===== config.mk =====
export PLATFORM = sky130hd
export DESIGN_NAME = branch_table_ctrl
export DESIGN_NICKNAME = d
export VERILOG_FILES = /design/src/rtl/branch_table_ctrl.sv
export SDC_FILE = /design/constraint.sdc
export NUM_CORES = 1
export LEC_CHECK = 0
export BUFFER_PORTS_ARGS = -buffer_cell sky130_fd_sc_hd__buf_2
export CAP_MARGIN = 20
export CORE_MARGIN = 1.5
export CORE_UTILIZATION = 23
export CTS_CLUSTER_DIAMETER = 200
export DETAILED_ROUTE_END_ITERATION = 8
export PLACE_DENSITY = 0.42
export RECOVER_POWER = 25
export SYNTH_ARGS = -nofsm -noshare
export SYNTH_HDL_FRONTEND = slang
export SYNTH_SLANG_ARGS = --single-unit

===== constraint.sdc =====
create_clock -name clk -period 1.8 [get_ports clk]
set_input_delay 0.36 -clock clk [delete_from_list [all_inputs] [get_ports clk]]
set_output_delay 0.36 -clock clk [all_outputs]
set_load 0.005 [all_outputs]

===== src/rtl/branch_table_ctrl.sv =====
// Port arbiter for the 64x2 branch-direction SRAM: reset-time init sweep, fetch
// predict reads, and saturating read-modify-write counter updates from a small FIFO.
module branch_table_ctrl #(
   parameter int         IDX_W    = 6,
   parameter int         UQ_DEPTH = 4,
   parameter logic [1:0] INIT_CTR = 2'b01
) (
   input  logic             clk,
   input  logic             rst_n,
   input  logic             pred_req,
   input  logic [IDX_W-1:0] pred_idx,
   output logic             pred_ready,
   output logic             pred_valid,
   output logic             pred_taken,
   output logic [1:0]       pred_ctr,
   input  logic             upd_valid,
   input  logic [IDX_W-1:0] upd_idx,
   input  logic             upd_taken,
   output logic             upd_ready,
   output logic             init_done,
   output logic             sram_csb,
   output logic             sram_web,
   output logic [IDX_W-1:0] sram_addr,
   output logic [1:0]       sram_din,
   input  logic [1:0]       sram_dout
);

   localparam int               QP_W     = $clog2(UQ_DEPTH);
   localparam logic [IDX_W-1:0] LAST_IDX = {IDX_W{1'b1}};
   localparam logic [1:0]       ST_RST   = 2'd0;
   localparam logic [1:0]       ST_INIT  = 2'd1;
   localparam logic [1:0]       ST_RUN   = 2'd2;

   logic [1:0]       state_q, state_d;
   logic [IDX_W-1:0] sweep_q, sweep_d;
   logic             wr_phase_q, wr_phase_d;
   logic             pred_valid_q, pred_valid_d;
   logic [QP_W:0]    wr_ptr_q, wr_ptr_d, rd_ptr_q, rd_ptr_d;
   logic [IDX_W:0]   q_mem_q [UQ_DEPTH];
   logic [IDX_W:0]   q_mem_d [UQ_DEPTH];

   logic             run_s, q_full_s, q_empty_s, head_tk_s;
   logic [IDX_W-1:0] head_idx_s;

   function automatic logic [1:0] sat_ctr(input logic [1:0] ctr, input logic taken);
      if (taken) begin
         return (ctr == 2'd3) ? 2'd3 : ctr + 2'd1;
      end else begin
         return (ctr == 2'd0) ? 2'd0 : ctr - 2'd1;
      end
   endfunction

   // Pointers carry one extra wrap bit so full and empty are distinguishable.
   assign q_empty_s  = (wr_ptr_q == rd_ptr_q);
   assign q_full_s   = (wr_ptr_q[QP_W] != rd_ptr_q[QP_W]) &&
                       (wr_ptr_q[QP_W-1:0] == rd_ptr_q[QP_W-1:0]);
   assign head_idx_s = q_mem_q[rd_ptr_q[QP_W-1:0]][IDX_W:1];
   assign head_tk_s  = q_mem_q[rd_ptr_q[QP_W-1:0]][0];

   assign run_s      = (state_q == ST_RUN);
   assign init_done  = run_s;
   assign upd_ready  = run_s & ~q_full_s;
   assign pred_ready = run_s & ~wr_phase_q & ~q_full_s;
   assign pred_valid = pred_valid_q;
   assign pred_ctr   = pred_valid_q ? sram_dout : 2'b00;
   assign pred_taken = pred_valid_q & sram_dout[1];

   // Next-state, SRAM command and queue bookkeeping.
   always_comb begin
      state_d      = state_q;
      sweep_d      = sweep_q;
      wr_phase_d   = wr_phase_q;
      pred_valid_d = 1'b0;
      wr_ptr_d     = wr_ptr_q;
      rd_ptr_d     = rd_ptr_q;
      q_mem_d      = q_mem_q;
      sram_csb     = 1'b1;
      sram_web     = 1'b1;
      sram_addr    = '0;
      sram_din     = 2'b00;
      case (state_q)
         ST_RST: begin
            state_d = ST_INIT;
         end
         ST_INIT: begin
            sram_csb  = 1'b0;
            sram_web  = 1'b0;
            sram_addr = sweep_q;
            sram_din  = INIT_CTR;
            sweep_d   = sweep_q + IDX_W'(1);
            if (sweep_q == LAST_IDX) begin
               state_d = ST_RUN;
            end else begin
               state_d = ST_INIT;
            end
         end
         ST_RUN: begin
            if (wr_phase_q) begin
               sram_csb   = 1'b0;
               sram_web   = 1'b0;
               sram_addr  = head_idx_s;
               sram_din   = sat_ctr(sram_dout, head_tk_s);
               rd_ptr_d   = rd_ptr_q + (QP_W+1)'(1);
               wr_phase_d = 1'b0;
            end else if (q_full_s || (!pred_req && !q_empty_s)) begin
               // A full queue outranks fetch so updates cannot starve forever.
               sram_csb   = 1'b0;
               sram_addr  = head_idx_s;
               wr_phase_d = 1'b1;
            end else if (pred_req) begin
               sram_csb     = 1'b0;
               sram_addr    = pred_idx;
               pred_valid_d = 1'b1;
            end else begin
               sram_csb = 1'b1;
            end
         end
         default: begin
            state_d = ST_RST;
         end
      endcase
      if (upd_valid && upd_ready) begin
         q_mem_d[wr_ptr_q[QP_W-1:0]] = {upd_idx, upd_taken};
         wr_ptr_d = wr_ptr_q + (QP_W+1)'(1);
      end else begin
         wr_ptr_d = wr_ptr_d;
      end
   end

   // State, sweep counter, RMW phase, predict-valid and update FIFO registers.
   always_ff @(posedge clk or negedge rst_n) begin
      if (!rst_n) begin
         state_q      <= ST_RST;
         sweep_q      <= '0;
         wr_phase_q   <= 1'b0;
         pred_valid_q <= 1'b0;
         wr_ptr_q     <= '0;
         rd_ptr_q     <= '0;
         q_mem_q      <= '{default: '0};
      end else begin
         state_q      <= state_d;
         sweep_q      <= sweep_d;
         wr_phase_q   <= wr_phase_d;
         pred_valid_q <= pred_valid_d;
         wr_ptr_q     <= wr_ptr_d;
         rd_ptr_q     <= rd_ptr_d;
         q_mem_q      <= q_mem_d;
      end
   end

endmodule


---- Word level (Yosys, flattened, before mapping) ----
Index checks and enable logic that the tools add are counted.
storage, ports and cells
  register bits after elaboration ......... 44
  output and inout port bits .............. 17
  logic and storage cells ................. 73
operators by class
  add/subtract/negate cells ............... 5
  order comparisons ....................... 3
  equal/unequal tests ..................... 7
  muxes and demuxes ....................... 30
  bitwise logic cells ..................... 8
  reductions and logical operators ........ 10
operators by type and width
  operator               count
  $bwmux W28             1
  $mux W7                3
  $mux W6                3
  $bmux W7 S2            1
  $demux W7 S2           1
  $mux W2                6
  $pmux W6 S2            1
  $mux W1                10
  $add A3 B1 Y3 const B  2
  $add A6 B1 Y6 const B  1
  $eq A6 B6 Y1 const B   1
  $ge A3 B3 Y1 const B   2
  $not A2 Y3             2
  $pmux W2 S3            1
  $and A1 B1 Y1          4
  $eq A2 B2 Y1 const B   2
  $logic_and A1 B1 Y1    4
  $logic_not A2 Y1       2
  $pmux W1 S2            2
  $pmux W2 S2            1
  $eq A3 B3 Y1           1
  $lt A3 B1 Y1 const B   1
  $add A2 B1 Y2 const B  1
  $eq A2 B1 Y1 const B   1
  7 further kinds        9

---- Longest topological paths before layout ----
Gate-level depths: netlist (run 1).
  word-level depth ........................ 7
  mapped depth ............................ 7
  mapped depth without buffers ............ 6

---- Worst setup path before layout (run 1) ----
OpenSTA, ideal clock, no wires.
  kind .................................... reg-to-output
  from .................................... reg rd_ptr_q[0]
  to ...................................... out sram_addr[3]
  arrival time ............................ 1.674 ns
  data required time ...................... 1.440 ns
  setup slack ............................. -0.234 ns
  stages on the path, launching flop included .. 7
  path buffers ............................ 2
  cells stage by stage .................... dfrtp_1 buf_6 xnor2_2 a211o_2 buf_6 a21bo_2 a311oi_1
between the ends
  word-level cells in the longest chain between the ends .. 7
RTL lines
  what                                                                     RTL line  RTL
  from (decl)                                                              38        logic [QP_W:0] wr_ptr_q, wr_ptr_d, rd_ptr_q, rd_ptr_d;
  from (signal assigned)                                                   146       rd_ptr_q <= rd_ptr_d;
  $not A2 Y3 (implied by the code) / $eq A3 B3 Y1 (equally long branches)  57, 54
  $bmux W7 S2 / $logic_not A1 Y1 (equally long branches)                   57, 105
  $mux W7 / $logic_and A1 B1 Y1 (equally long branches)                    n/a
  $mux W7 / $logic_or A1 B1 Y1 (equally long branches)                     n/a
  $mux W6                                                                  105       end else if (q_full_s || (!pred_req && !q_empty_s)) begin
  $mux W6 *                                                                98        if (wr_phase_q) begin
  $pmux W6 S2 *                                                            81        case (state_q)
  to (decl)                                                                23        output logic [IDX_W-1:0] sram_addr,
Every way passes the cells marked *; elsewhere a longest branch is shown, timed or not. The select of a mux whose other input is x is not followed.

---- Worst setup path after layout (run 1) ----
  from .................................... reg rd_ptr_q[1]
  to ...................................... out sram_addr[4]
The elaborated chain is that of the path after synthesis.

==> results.md, run 1 <==
* Dominant cells by area after synthesis: dfrtp_1, mux2_2, mux4_1
* Area share of the leading cell type in the synthesized netlist at 45.5%
* # clock sinks at between 40 and 50
* Maximum clock path buffer count at 2
* Worst Setup Slack, final at -546 ps
* Xor and xnor area share after synthesis at 5.69%
* Top Layer Used: met4
* Top cells by count, synth: dfrtp_1, mux2_2, nand2_1
* Period utilization at 130%
* Via count at approximately 1.7k
* Synth Flop Type: dfrtp_1
* Core area at 10300 µm²
* Static Leakage at 0.00163 µW
* CTS Buf Count at 5
* Worst Max-Slew Pin Slew at 601 ps
* Mean post-synth cell area at between 10 and 15 µm²
* CP required at 1440 ps
* Avg WL per Cell at 14.4 µm
* Max FO, Critical Path at 7
* Gpl congestion at 0.701
* Met3 routed WL at 209 µm
* Crit. End Element: output port
* PwrDens at 580 nW/µm²
* Crit start category: register
* Mapped Area at 2420 µm²
* Clk_lat worst skew at around 300 ps
* First-pass GRT wire length at 9490 µm
* Sequential share of the synthesized area at 45.5%
* Routed length on met2 at 2700 µm
* Die height at 106 µm
* Clk_skew at 6.70 ps
* Vias/cell at 4.31
* I/O Buffers at 35
* Worst slew margin at 59.9%
* Layout Nets at just under 300
* Post-synth EDFFs at 0
* Synth Area in Compound Gates at 9.98%
* DR DRC count at 0
* Max-cap violation count at 0
* Post-synthesis mux area share at 21.6%
* Placed cell areas at 3000 µm²
* Power consumption at 1940 µW
* RSZ-0062 raised after global routing: yes
* Mapped Cells at 196
* Asr flop ratio synth at 100%
* Met1 WL at 2840 µm
* Most common cell in the netlist: dfrtp_1
* Total grt overflow at 0
* Dpl hpwl at 4420 µm
* Num rows at 37
* H-Tree Depth at 2
* Fin area at roughly 3300 µm²
* Tightest Hold Check Type: in2reg
* Share of layout cells above drive strength 1 at 55.1%
* Post-Synth Simple-Gate Area at 8.59%
* Finished Core Util at 32.5%
* Crit path kind: reg2out
* Post-synth cell types at 33
* Failing checks: setup timing
* Final hold vios at 0
* Synth Warn # at 0
* Area leader, netlist: dfrtp_1
* DR iter-0 viols at 29
* Die width at 106 µm
* # diodes at 0
* Antenna Nets Post-Route at 0
* GRT Total Usage at roughly 11%
* Syn Nets at 224
* Final worst path period need at 2350 ps
* Area Overhead vs Synth at 38.2%
* Pre-antenna DRT Iters at 4
* Max Freq at 426 MHz
* Initial Util at 23.5%
* Max VDD drop at 285 µV
* Largest net degree at the start of global routing at 24
* Vias in the first global route at 1796
* Final setup violation count at slightly above 40
* Final WL at 5780 µm
* Fillers at ~1.1k
* Post-synthesis adder-cell area fraction at 4.66%
* Reg clk slew, reported paths at 100 ps
* Status: complete, but fails checks
* Fin. max-slew vios at 0
* I/O pin count at 36
* CTS tree: built
* CP arrival at 1990 ps
* Die footprint at 11100 µm²
* Largest family of logic cells by synthesized area: multiplexers
* Initial antenna violation count at 0
* CTS root buffer: clkbuf_8
* FF+latch count, synth at 44
[cell usage in the layout (no fill, tap or decap), drive strengths merged]
| cell type | synthesis | final |
|---|---|---|
| buf | 6 | 67 |
| dfrtp | 44 | 44 |
| mux2 | 30 | 30 |
| nand2 | 18 | 18 |
| nand3 | 11 | 11 |
| xnor2 | 11 | 11 |
| inv | 10 | 11 |
| ha | 9 | 9 |
| a21oi | 8 | 8 |
| mux4 | 7 | 7 |
| clkbuf | 3 | 7 |
| a21bo | 6 | 6 |
| a311oi | 6 | 6 |
| o21ai | 5 | 5 |
| xor2 | 3 | 3 |
| and2 | 3 | 3 |
| and3 | 3 | 3 |
| nor2 | 3 | 3 |
| a211o | 1 | 1 |
| nand4b | 1 | 1 |
| a41oi | 1 | 1 |
| a21boi | 1 | 1 |
| a31oi | 1 | 1 |
| nor2b | 1 | 1 |
| nor3 | 1 | 1 |
| o22ai | 1 | 1 |
| nand4 | 1 | 1 |
| a211oi | 1 | 1 |
| bufinv | 0 | 1 |
| clkinvlp | 0 | 1 |
| dlygate4sd3 | 0 | 1 |
[final timing paths]
check	from	cells past startpoint	end	slack (ps)
min	upd_idx[4]	2	q_mem_q[5]	340
max	rd_ptr_q[1]	7	sram_addr[4]	-550
max reg2reg	rd_ptr_q[1]	8	q_mem_q[20]	-230
min in group asynchronous	rst_n	2	q_mem_q[17]	520
min reg2reg	q_mem_q[15]	1	q_mem_q[15]	510
max in group asynchronous	rst_n	3	wr_ptr_q[0]	280
[metrics by stage]
step / worst slack, ps / setup TNS, ps / hold slack (ps) / cells
floorplan: -122 / -647 / 64.4 / 196
detailed placement: -278 / -4850 / 243 / 385
global placement: -288 / -4640 / 242 / 385
CTS: -571 / -10250 / 323 / 401
global route: -649 / -11600 / 328 / 401
finish: -546 / -8560 / 336 / 401
[registers in the layout (all words and copies together), names as in the netlist]
name	cells
rd_ptr_q	3
wr_ptr_q	3
pred_valid	1
state_q	2
sweep_q	6
q_mem_q	28
wr_phase_q	1
[worst max-delay path, cell delays in order (launching register included)]
cell and delay [ps]:
dfrtp_2 450, xnor2_4 190, buf_6 120, nand4b_1 130, buf_6 180, a21bo_4 210
a311oi_2 230, buf_2 160
[timing repair]
action / 4_1_cts / 5_1_grt
hold endpoints to repair: 8 / 0
setup buffers: 7 / 1
pin swaps: 9 / 10
resized for setup: 38 / 14
setup endpoints to repair: 41 / 43
gates cloned: 1 / 0
hold buffers: 1 / 0
[kinds of logic (layout without fill, tap and decap cells)]
family	Yosys count	count (layout)
AOI/OAI and AO/OA	31	31
xor gates and xnor gates	14	14
adders and majority gates	9	9
buffers and inverters	19	88
DFF	44	44
muxes	37	37
and+or+nand+nor	42	42
[final cells by class]
class                           count  area [µm²]  share of cell area, %
Tap cell                          136         170                   5.09
Timing Repair Buffer               70         502                   15.0
Inverter                           10        37.5                   1.12
Clock buffer                        5        68.8                   2.06
Sequential cell                    44        1110                   33.1
Clock inverter                      3        46.3                   1.39
Multi-Input combinational cell    133        1410                   42.2
[per-layer routing]
metal  vias up  GRT usage [%]
met5         -              0
met4         0           2.61
met3         4           2.60
met2        30           17.4
met1       850           15.6
li1        846              -
[power by group]
group,total [µW],switching [µW],internal [µW]
sequential,994,4.06,990
clock,802,383,419
combinational,141,77.6,63.5
total,1940,465,1470
Power figures use the tool's default switching activity.
==> run 2: changes to the inputs <==
--- a/config.mk
+++ b/config.mk
@@ -7,6 +7,7 @@
 export LEC_CHECK = 0
 export BUFFER_PORTS_ARGS = -buffer_cell sky130_fd_sc_hd__buf_2
 export CAP_MARGIN = 20
+export CORE_ASPECT_RATIO = 2
 export CORE_MARGIN = 1.5
 export CORE_UTILIZATION = 23
 export CTS_CLUSTER_DIAMETER = 200
==> results.md, run 2 (synthesis results as in run 1) <==
* Worst Setup Slack, final at -519 ps (was -546 ps)
* Clk_lat worst skew at 300 ps (about the same)
* Num rows at 52 (was 37)
* Tightest Hold Check Type: in2async (was in2reg)
* Final worst path period need at 2320 ps (was 2350 ps)
* Reg clk slew, reported paths at 70 ps (was 100 ps)
* Final WL at 6500 µm (was 5780 µm)
* Crit start category: register (unchanged)
* Static Leakage at 0.00170 µW (was 0.00163 µW)
* Crit-path most repeated cell: buf_6 (unchanged)
* CTS tree: built (unchanged)
* Placed cell areas at 3010 µm² (was 3000 µm²)
* Initial Util at 23.8% (was 23.5%)
* Critical path's top delay family: buffers and inverters (unchanged)
* Initial antenna violation count at 0 (unchanged)
* Fin area at 3510 µm² (was 3340 µm²)
* Crit-path slowest cell: dfrtp_2 (unchanged)
* Status: complete, but fails checks (unchanged)
* I/O pin count at 36 (unchanged)
* H-Tree Depth at 2 (unchanged)
* Crit-path cells: xnor2_4 > buf_6 > nand4b_1 > buf_6 > a21bo_2 > a311oi_2 > buf_2 (was xnor2_4 > buf_6 > nand4b_1 > buf_6 > a21bo_4 > a311oi_2 > buf_2)
* Via count at 1835 (was 1730)
* Final setup violation count at 34 (was 41)
* CTS root buffer: clkbuf_16 (was clkbuf_8)
* Max Freq at 431 MHz (was 426 MHz)
* Vias in the first global route at 1880 (was 1796)
* Fin. max-slew vios at 0 (unchanged)
* # diodes at 0 (unchanged)
* Most frequent cells in the layout: dfrtp_1, buf_2, mux2_2 (unchanged)
* GRT Total Usage at 12.3% (was 11.1%)
* CP required at 1440 ps (about the same)
* First-pass GRT wire length at 9930 µm (was 9490 µm)
* Dpl hpwl at 4760 µm (was 4420 µm)
* Buf/Inv on CP at 3 (unchanged)
* Max-cap violation count at 0 (unchanged)
* DR iter-0 viols at 33 (was 29)
* Clk_skew at 6.99 ps (was 6.70 ps)
* Leading registers by flop count: q_mem_q (28), sweep_q (6) (unchanged)
* Share of layout cells above drive strength 1 at 57.5% (was 55.1%)
* Crit path kind: reg2out (unchanged)
* Die height at 148 µm (was 106 µm)
* Max FO, Critical Path at 9 (was 7)
* Worst Max-Slew Pin Slew at 1030 ps (was 601 ps)
* CTS Buf Count at 5 (unchanged)
* Power consumption at 2230 µW (was 1940 µW)
* Area Overhead vs Synth at 45.3% (was 38.2%)
* Worst slew margin at 31.6% (was 59.9%)
* Layout Nets at 300 (was 292)
* Total grt overflow at 0 (unchanged)
* Final hold vios at 0 (unchanged)
* Area of the multi-input gates at 1450 µm² (was 1410 µm²)
* Pre-antenna DRT Iters at 4 (unchanged)
* Max FFs per register at 28 (unchanged)
* Maximum clock path buffer count at 2 (unchanged)
* # clock sinks at 44 (unchanged)
* Fillers at 1047 (was 1060)
* Register area at 1110 µm² (unchanged)
* CP peak stage delay at 440 ps (was 450 ps)
* Top reg by flops: q_mem_q (unchanged)
* Failing checks: setup timing (unchanged)
* DR DRC count at 0 (unchanged)
* Vias/cell at 4.50 (was 4.31)
* Period utilization at 129% (was 130%)
* Antenna Nets Post-Route at 0 (unchanged)
* CP arrival at 1960 ps (was 1990 ps)
* Avg WL per Cell at 15.9 µm (was 14.4 µm)
* Most common cell after layout, fill and taps aside: dfrtp_1 (unchanged)
* I/O Buffers at 35 (unchanged)
* Gpl congestion at 0.754 (was 0.701)
* Dpl ws at -237 ps (was -278 ps)
* Die width at 75.5 µm (was 106 µm)
* Max VDD drop at 398 µV (was 285 µV)
* Crit. End Element: output port (unchanged)
* RSZ-0062 raised after global routing: yes (unchanged)
* Core area at 10100 µm² (was 10300 µm²)
* # hold bufs at CTS at 0 (was 1)
* Die footprint at 11200 µm² (was 11100 µm²)
* PwrDens at 634 nW/µm² (was 580 nW/µm²)
* Largest net degree at the start of global routing at 30 (was 24)
## run 2: cell types whose count changed in the layout (fill, tap and decap cells not counted), sizes merged
cell	change
a211o	+1
buf	+9
clkbuf	-1
dlygate4sd3	-1
## run 2: what timing repair did
item                                    CTS  global route
setup buffers                            10             6
endpoints found under the setup margin   41            43
gates cloned                              0             1
pin swaps                                 4             4
resized for setup                        40            12
## run 2: report_power, final
group	internal, µW	total [µW]	switching (µW)
registers	991	995	3.74
logic	66.1	146	79.9
clock network	660	1090	426
## run 2: per-stage QoR
step / cells / util (%) / hold slack, ps / setup TNS, ps
finish: 408 / 34.6 / 219 / -6320
floorplan: 196 / - / 64.4 / -647
detailed placement: 387 / 29.6 / 327 / -3860
CTS: 404 / 33.8 / 8.22 / -6690
global route: 408 / 34.6 / 305 / -8720
global placement: 387 / 29.6 / 330 / -3100
## run 2: final cells by class
class                      instances  area share [%]
multi-input combinational        134            41.2
sequential                        44            31.5
timing repair buffer              77            16.5
tap                              135            4.81
clock buffer                       5            3.56
clock inverter                     3            1.32
inverter                          10            1.07
## run 2: final timing paths
path | slack (ps) | to | cells past startpoint | start
max | -520 | sram_addr[5] | 7 | rd_ptr_q[1]
min | 220 | wr_ptr_q[2] | 1 | rst_n
max reg2reg | -140 | q_mem_q[7] | 8 | rd_ptr_q[1]
min reg2reg | 500 | q_mem_q[19] | 1 | q_mem_q[19]
max in group asynchronous | 880 | sweep_q[2] | 2 | rst_n
min in group clk | 340 | q_mem_q[25] | 2 | upd_idx[3]
## run 2: layer usage
metal	wire length, µm	global-route usage, %	vias up
met4	255	5.98	0
li1	-	-	862
met1	2280	12.0	912
met5	0	0	-
met3	188	1.64	17
met2	3770	23.6	44
